### src/rtl/vram_pkg.sv
// Shared types and constants for the VGA frame RAM write path.
package vram_pkg;

    // Frame sequencer states
    typedef enum logic [1:0] {
        S_WAIT  = 2'd0,
        S_START = 2'd1,
        S_RUN   = 2'd2,
        S_DONE  = 2'd3
    } sched_state_t;

    localparam int VRAM_NUM_REQ   = 4;
    localparam int VRAM_ADDR_W    = 16;
    localparam int VRAM_DATA_W    = 8;
    localparam int VRAM_IDLE_ADDR = 65535;
    localparam int VGA_H_LAST     = 799;
    localparam int VGA_V_LAST     = 524;
    localparam int VRAM_TIMEOUT   = 4095;

    // Layering order of the render engines
    localparam int ENG_MAZE    = 0;
    localparam int ENG_SCORE   = 1;
    localparam int ENG_LIVES   = 2;
    localparam int ENG_SPRITES = 3;

    // Base addresses of the score and lives overlays in the frame RAM
    localparam logic [15:0] SCORE_BASE_ADDR = 16'd63360;
    localparam logic [15:0] LIVES_BASE_ADDR = 16'd63808;

endpackage

### src/rtl/vram_wr_mux.sv
// Registered N:1 select of engine write address/data onto the frame RAM
// write port. The port parks on the discard address whenever no write is
// issued; the pixel value simply holds.
module vram_wr_mux #(
    parameter int              NUM_REQ   = 4,
    parameter int              ADDR_W    = 16,
    parameter int              DATA_W    = 8,
    parameter int              IDX_W     = 2,
    parameter logic [ADDR_W-1:0] IDLE_ADDR = {ADDR_W{1'b1}}
) (
    input  logic                      clk,
    input  logic                      rst_n,
    input  logic                      wr_en_i,
    input  logic [IDX_W-1:0]          sel_i,
    input  logic [NUM_REQ*ADDR_W-1:0] req_addr_i,
    input  logic [NUM_REQ*DATA_W-1:0] req_data_i,
    output logic [ADDR_W-1:0]         addr_o,
    output logic [DATA_W-1:0]         data_o
);

    localparam logic [IDX_W-1:0] SEL_LAST = IDX_W'(NUM_REQ - 1);

    logic [ADDR_W-1:0] addr_arr_s [NUM_REQ];
    logic [DATA_W-1:0] data_arr_s [NUM_REQ];
    logic [IDX_W-1:0]  sel_s;
    logic [ADDR_W-1:0] addr_d, addr_q;
    logic [DATA_W-1:0] data_d, data_q;

    for (genvar gk = 0; gk < NUM_REQ; gk++) begin : g_slice
        assign addr_arr_s[gk] = req_addr_i[gk*ADDR_W +: ADDR_W];
        assign data_arr_s[gk] = req_data_i[gk*DATA_W +: DATA_W];
    end

    // Clamp the select only when the index width can encode unused engines
    if ((2 ** IDX_W) > NUM_REQ) begin : g_clamp
        // Keep the select inside the populated engine range
        always_comb begin
            if (sel_i > SEL_LAST) begin
                sel_s = SEL_LAST;
            end else begin
                sel_s = sel_i;
            end
        end
    end else begin : g_pass
        assign sel_s = sel_i;
    end

    // Next write-port value: selected engine on a write, discard address otherwise
    always_comb begin
        addr_d = IDLE_ADDR;
        data_d = data_q;
        if (wr_en_i) begin
            addr_d = addr_arr_s[sel_s];
            data_d = data_arr_s[sel_s];
        end else begin
            addr_d = IDLE_ADDR;
            data_d = data_q;
        end
    end

    // Write-port output registers
    always_ff @(posedge clk or negedge rst_n) begin
        if (!rst_n) begin
            addr_q <= IDLE_ADDR;
            data_q <= {DATA_W{1'b0}};
        end else begin
            addr_q <= addr_d;
            data_q <= data_d;
        end
    end

    assign addr_o = addr_q;
    assign data_o = data_q;

endmodule

### src/rtl/vram_frame_sched.sv
// Per-frame write scheduler for the ping-pong VGA frame RAM. Each frame the
// render engines take the single write port in fixed layering order; a phase
// ends on the engine's last write or after too long without a request. The
// buffer swap point restarts the sequence and guards against stray writes.
module vram_frame_sched
    import vram_pkg::*;
#(
    parameter int NUM_REQ   = VRAM_NUM_REQ,
    parameter int ADDR_W    = VRAM_ADDR_W,
    parameter int DATA_W    = VRAM_DATA_W,
    parameter int IDLE_ADDR = VRAM_IDLE_ADDR,
    parameter int H_LAST    = VGA_H_LAST,
    parameter int V_LAST    = VGA_V_LAST,
    parameter int TIMEOUT   = VRAM_TIMEOUT
) (
    input  logic                      clk,
    input  logic                      rst_n,
    input  logic [9:0]                vga_h,
    input  logic [9:0]                vga_v,
    input  logic [NUM_REQ-1:0]        req,
    input  logic [NUM_REQ*ADDR_W-1:0] req_addr,
    input  logic [NUM_REQ*DATA_W-1:0] req_data,
    input  logic [NUM_REQ-1:0]        req_last,
    output logic [NUM_REQ-1:0]        gnt,
    output logic [NUM_REQ-1:0]        phase_start,
    output logic [ADDR_W-1:0]         addr_write,
    output logic [DATA_W-1:0]         data_write,
    output logic                      back_buf,
    output logic                      frame_done,
    output logic                      overrun,
    output logic [NUM_REQ-1:0]        skipped
);

    localparam int IDX_W = (NUM_REQ > 1) ? $clog2(NUM_REQ) : 1;
    localparam int CNT_W = $clog2(TIMEOUT + 1);

    localparam logic [IDX_W-1:0]  IDX_LAST  = IDX_W'(NUM_REQ - 1);
    localparam logic [CNT_W-1:0]  CNT_MAX   = CNT_W'(TIMEOUT);
    localparam logic [9:0]        H_LAST_V  = 10'(H_LAST);
    localparam logic [9:0]        V_LAST_V  = 10'(V_LAST);
    localparam logic [ADDR_W-1:0] IDLE_A    = ADDR_W'(IDLE_ADDR);

    sched_state_t        state_q, state_d;
    logic [IDX_W-1:0]    idx_q, idx_d;
    logic [CNT_W-1:0]    idle_q, idle_d;
    logic [NUM_REQ-1:0]  skipped_q, skipped_d;
    logic                overrun_q, overrun_d;
    logic                back_buf_q, back_buf_d;

    logic                swap_now_s;
    logic                cur_req_s;
    logic                cur_last_s;
    logic                wr_en_s;
    logic                phase_end_s;
    logic [NUM_REQ-1:0]  gnt_s;
    logic [NUM_REQ-1:0]  phase_start_s;

    assign swap_now_s = (vga_h == H_LAST_V) && (vga_v == V_LAST_V);
    assign cur_req_s  = req[idx_q];
    assign cur_last_s = req_last[idx_q];

    // Frame sequencer next state; the swap point overrides any phase activity
    always_comb begin
        state_d     = state_q;
        idx_d       = idx_q;
        idle_d      = idle_q;
        skipped_d   = skipped_q;
        overrun_d   = 1'b0;
        wr_en_s     = 1'b0;
        phase_end_s = 1'b0;
        if (swap_now_s) begin
            skipped_d = {NUM_REQ{1'b0}};
            idle_d    = {CNT_W{1'b0}};
            idx_d     = {IDX_W{1'b0}};
            case (state_q)
                S_WAIT, S_DONE: begin
                    state_d = S_START;
                end
                S_START, S_RUN: begin
                    // Frame not finished in time: abandon it and restart layering
                    state_d   = S_START;
                    overrun_d = 1'b1;
                end
                default: begin
                    state_d = S_WAIT;
                end
            endcase
        end else begin
            case (state_q)
                S_WAIT: begin
                    state_d = S_WAIT;
                end
                S_START: begin
                    idle_d  = {CNT_W{1'b0}};
                    state_d = S_RUN;
                end
                S_RUN: begin
                    if (cur_req_s) begin
                        wr_en_s     = 1'b1;
                        idle_d      = {CNT_W{1'b0}};
                        phase_end_s = cur_last_s;
                    end else if (idle_q == CNT_MAX) begin
                        skipped_d[idx_q] = 1'b1;
                        phase_end_s      = 1'b1;
                    end else begin
                        // Cannot pass CNT_MAX: that value ends the phase above
                        idle_d = idle_q + CNT_W'(1);
                    end
                    if (phase_end_s) begin
                        if (idx_q == IDX_LAST) begin
                            state_d = S_DONE;
                        end else begin
                            idx_d   = idx_q + IDX_W'(1);
                            state_d = S_START;
                        end
                    end else begin
                        state_d = S_RUN;
                    end
                end
                S_DONE: begin
                    state_d = S_DONE;
                end
                default: begin
                    state_d = S_WAIT;
                    idx_d   = {IDX_W{1'b0}};
                end
            endcase
        end
    end

    // Buffer parity flips with every swap, matching the RAM's own toggle
    always_comb begin
        if (swap_now_s) begin
            back_buf_d = ~back_buf_q;
        end else begin
            back_buf_d = back_buf_q;
        end
    end

    // Grant and phase-start strobes; both are suppressed in the swap cycle
    always_comb begin
        gnt_s         = {NUM_REQ{1'b0}};
        phase_start_s = {NUM_REQ{1'b0}};
        if (swap_now_s) begin
            gnt_s         = {NUM_REQ{1'b0}};
            phase_start_s = {NUM_REQ{1'b0}};
        end else if (state_q == S_RUN) begin
            gnt_s[idx_q] = 1'b1;
        end else if (state_q == S_START) begin
            phase_start_s[idx_q] = 1'b1;
        end else begin
            gnt_s         = {NUM_REQ{1'b0}};
            phase_start_s = {NUM_REQ{1'b0}};
        end
    end

    // Sequencer state, phase index, idle counter and frame status registers
    always_ff @(posedge clk or negedge rst_n) begin
        if (!rst_n) begin
            state_q    <= S_WAIT;
            idx_q      <= {IDX_W{1'b0}};
            idle_q     <= {CNT_W{1'b0}};
            skipped_q  <= {NUM_REQ{1'b0}};
            overrun_q  <= 1'b0;
            back_buf_q <= 1'b0;
        end else begin
            state_q    <= state_d;
            idx_q      <= idx_d;
            idle_q     <= idle_d;
            skipped_q  <= skipped_d;
            overrun_q  <= overrun_d;
            back_buf_q <= back_buf_d;
        end
    end

    vram_wr_mux #(
        .NUM_REQ   (NUM_REQ),
        .ADDR_W    (ADDR_W),
        .DATA_W    (DATA_W),
        .IDX_W     (IDX_W),
        .IDLE_ADDR (IDLE_A)
    ) u_wr_mux (
        .clk        (clk),
        .rst_n      (rst_n),
        .wr_en_i    (wr_en_s),
        .sel_i      (idx_q),
        .req_addr_i (req_addr),
        .req_data_i (req_data),
        .addr_o     (addr_write),
        .data_o     (data_write)
    );

    assign gnt         = gnt_s;
    assign phase_start = phase_start_s;
    assign frame_done  = (state_q == S_DONE);
    assign overrun     = overrun_q;
    assign skipped     = skipped_q;
    assign back_buf    = back_buf_q;

endmodule
### config.mk
export PLATFORM = sky130hd
export DESIGN_NAME = vram_frame_sched
export DESIGN_NICKNAME = d
export VERILOG_FILES = /design/src/rtl/vram_pkg.sv /design/src/rtl/vram_wr_mux.sv /design/src/rtl/vram_frame_sched.sv
export SDC_FILE = /design/constraint.sdc
export NUM_CORES = 1
export LEC_CHECK = 0
export BUFFER_PORTS_ARGS = -buffer_cell sky130_fd_sc_hd__buf_2
export CAP_MARGIN = 25
export CORE_ASPECT_RATIO = 0.6
export CORE_MARGIN = 5
export CORE_UTILIZATION = 45
export CTS_BUF_LIST = sky130_fd_sc_hd__clkbuf_8 sky130_fd_sc_hd__clkbuf_16
export CTS_CLUSTER_DIAMETER = 60
export DETAILED_ROUTE_END_ITERATION = 8
export GPL_ROUTABILITY_DRIVEN = 0
export PLACE_DENSITY_LB_ADDON = 0.08
export SYNTH_ARGS = -nofsm -noshare
export SYNTH_HDL_FRONTEND = slang
export SYNTH_HIERARCHICAL = 1
export SYNTH_SLANG_ARGS = --single-unit
### constraint.sdc
create_clock -name clk -period 3 [get_ports clk]
set_input_delay 0.6 -clock clk [delete_from_list [all_inputs] [get_ports clk]]
set_output_delay 0.6 -clock clk [all_outputs]
set_load 0.05 [all_outputs]
==> results <==
- The via count of the first global-routing pass is approximately 2700.
- The shortest clock period the worst path allows after layout is around 2.9 ns.
- The critical path in this run is classified as in -> out.
- Per report_power, the combinational group accounts for between 40% and 50% of the total.
- The number of cells in the finished layout apart from fillers is 505.
- The endpoint kind of the worst setup timing path is an output pin.
- The required time of the critical path is around 2.4 ns.
- The headroom to the max-slew limit is around 45%.
- The post-place instance area is around 3800 um2.
- The kind of path behind the tightest hold check is in -> async.
- Ranked by instance count, the synthesized netlist is headed by sky130_fd_sc_hd__nand2b_1 (31), sky130_fd_sc_hd__dfrtp_1 (30), sky130_fd_sc_hd__mux2i_1 (22).
- Global routing consumed, over all layers together, between 10% and 20% of the routing resources.
- Entering global routing, the biggest net connects 39 pins.
- Summed over all layers, the global routing overflow is 0.
- The average instance area after synthesis is about 12 um2.
- The worst clock skew is 0.0103 ns.
- The most frequent cell after synthesis is sky130_fd_sc_hd__nand2b_1.
- The clock sink total is 46.
- For the final routed database, the setup TNS stands at 0 ns.
- Detailed placement ended at an HPWL of ~6800 um.
- The peak clock frequency supported by timing is roughly 350 MHz.
- At the end of the flow, the number of nets in the layout was ~560.
- The clock tree synthesis step divided the H-tree into 2 levels.
- The placeable core region is just over 6000 um2.
- At the pin with the least slew margin, the transition time is 0.827 ns.
- The remaining design rule violation count is 0.
- The total routed wirelength is 8540 um.
- Per report_power, the sequential group accounts for between 30% and 40% of the total.
- The clock reaches the later pin of the worst-skew pair after about 0.3 ns.
- The effective utilization at floorplan is between 40% and 50%.
- Dividing the final minimum period by the clock period gives 95.5%.
- The finished cells cover between 3000 and 4000 um2.
- Power spread over the standard cell area amounts to 593 nW/um2.
- The number of instances resized during post-cts repair is 0.
- The chip height is about 72 um.
- Data arrives at the worst endpoint at ~2.3 ns.
- The buffers inserted during post-CTS setup optimization is 0.
- The quantity of hold-fixing buffers added after cts is 0.
- The number of hold-slack violations in the final timing report is 0.
- The number of I/O pins is ~170.
- The area of the mapped netlist is 2920 um2.
- The detailed-route wire length per cell is 16.9 um.
- Net switching is approximately two fifths of the power.
- After clock tree synthesis, the clock-pin slew on the worst setup and hold paths is about 0.10 ns.
- In this run the remaining antenna-violating nets after routing total 0.
- The full die area is 8250 um2.
- Of all nets on the critical path, the largest fanout is 25.
- The via density per instance is approximately 5.3.
- When the netlist entered floorplanning its net count stood at roughly 390.
- The most area-hungry cell type in the Yosys netlist is sky130_fd_sc_hd__dfrtp_1.
- The max-cap violation count is 0.
- From left edge to right edge, the die measures around 110 um.
- The clock root buffer is sky130_fd_sc_hd__clkbuf_8.
- The DRC violation total after the first TritonRoute iteration is between 90 and 100.
- The sequential fraction of the synthesis area is between 40% and 50%.
- The count of TritonRoute iterations in the first routing pass is 4.
- The flip-flop and latch count after synthesis is 46.
- The initial antenna violation count is 0.
- By area the synthesized netlist is led by sky130_fd_sc_hd__dfrtp_1 (26%), sky130_fd_sc_hd__dfstp_2 (14%), sky130_fd_sc_hd__mux4_2 (11%).
- The worst supply voltage drop on vdd is between 0.5 and 0.6 mV.
- The clock tree from TritonCTS is built.
- In this run, the clock network consumes 16.8% of the power.
- The number of CTS-inserted buffers is 5.
- The analysis attributes to cell leakage a power of 1.96 nW.
- The netlist uses 51 different library cells.
- The total via count in the routed design is between 2000 and 3000.
- The flow ran to the end, and the final reports show no timing, DRC or antenna violations.
- In this run, placement finished with an instance count of 497.
- The internal power of the cells totals about 1.4 mW.
- The number of rows in the core area is 22.
- The final-report max-slew violation count is 0.
- In this run the tool buffered the top-level ports with 164 buffer cells.
- The global-route wire length before repair is between 10000 and 15000 um.
- The share of final-layout standard cells stronger than drive strength 1 is 53.0%.
- The count of yosys warnings during synthesis is 6.
- Across all hold checks on the routed design, the worst slack comes to approximately 0.39 ns.
- Counting flops with an async set or reset pin after synthesis yields a share of 100%.
- The clock tree buffer depth is 2.
- Setup repair after global routing left no endpoint under its margin.
- For this design the total switching power over the nets is 936 uW.
- Synthesis produced a netlist whose cell count is 253.
- The number of antenna diodes in the final layout is 0.
- The growth of design area from synthesis to finish is 34.5%.
- The launching element type of the critical path is an input port.
- After synthesis, the largest area contributor takes up 25.7% of total cell area.
- The prevailing post-synth register cell is sky130_fd_sc_hd__dfrtp_1.
- Setup violations remaining at the end of the flow were counted as 0.
- The utilization after layout is 63.4%.
- In this run, synthesis inferred 0 flip-flops with an integrated enable.
==> critical path, stage by stage <==
cell and delay [ns]:
sky130_fd_sc_hd__buf_2 0.09, sky130_fd_sc_hd__or4b_2 0.67, sky130_fd_sc_hd__nor3_2 0.21, sky130_fd_sc_hd__nand2_1 0.12, sky130_fd_sc_hd__buf_12 0.18, sky130_fd_sc_hd__and3_1 0.18, sky130_fd_sc_hd__buf_2 0.20
==> layout make-up <==
| type | instances | area, um2 |
|---|---|---|
| clock inverters | 3 | 22.5 |
| well taps | 84 | 105 |
| inverters | 10 | 37.5 |
| flip-flops and latches | 46 | 1170 |
| clock buffers | 5 | 68.8 |
| multi-input cells | 182 | 1610 |
| fillers | 534 | 2260 |
| repair buffers | 175 | 916 |
==> stage by stage <==
step	power (mW)	setup slack, ns
floorplan	1.72	0.122
global placement	1.93	0.153
detailed placement	1.95	0.147
CTS	2.35	0.133
global route	2.46	0.0739
finish	2.33	0.134
==> power by group through the flow <==
stage          Sequential, mW  Clock, mW  Combinational (mW)
6_report                0.782      0.391                1.16
5_1_grt                 0.795      0.429                1.24
4_1_cts                 0.782      0.405                1.17
3_5_place_dp            0.791          0                1.16
3_3_place_gp            0.794          0                1.13
2_1_floorplan           0.979          0               0.743
==> worst paths after layout <==
| check | startpoint | endpoint | slack (ns) | depth (start not counted) |
|---|---|---|---|---|
| hold reg to reg | back_buf | back_buf | 0.48 | 1 |
| min in group clk | back_buf | back_buf | 0.48 | 1 |
| setup / recovery | vga_v[5] | gnt[0] | 0.13 | 7 |
| hold / removal | rst_n | state_q[0] | 0.39 | 1 |
| max in group asynchronous | rst_n | u_wr_mux/addr_o[8] | 1.89 | 2 |
| setup reg to reg | state_q[0] | idle_q[3] | 0.48 | 7 |
==> sequential cells by signal (all words and copies together), names as in the netlist <==
name / cells
u_wr_mux/addr_o: 16
state_q: 2
u_wr_mux/data_o: 8
skipped: 4
idle_q: 12
idx_q: 2
overrun: 1
back_buf: 1
==> cells by family after synthesis <==
logic type,count (synthesis),synth area share (%)
simple gates,91,18.1
flops,46,40.1
compound gates,40,10.5
mux,40,21.9
xor+xnor,2,0.600
fa+ha+maj,9,3.86
buf+inv,25,4.88
==> per-layer routing <==
layer / wire length (um) / up-vias / global-route usage, %
met5: 0 / - / 0
met4: 84 / 0 / 4.35
met3: 815 / 8 / 6.00
met2: 3910 / 120 / 32.1
met1: 3720 / 1285 / 26.6
li1: - / 1277 / -
==> cell usage in the layout (no fill, tap or decap), drive strengths merged, types with 5 or more instances in the layout <==
master	instances
mux2i	22
inv	12
nand2	17
o221ai	8
nor2	9
dfrtp	30
nand2b	31
and3	11
dfstp	16
nand3	7
buf	175
mux4	18
ha	9
a211oi	6
a21oi	8
clkbuf	5
(Power assumes the default switching activity.)
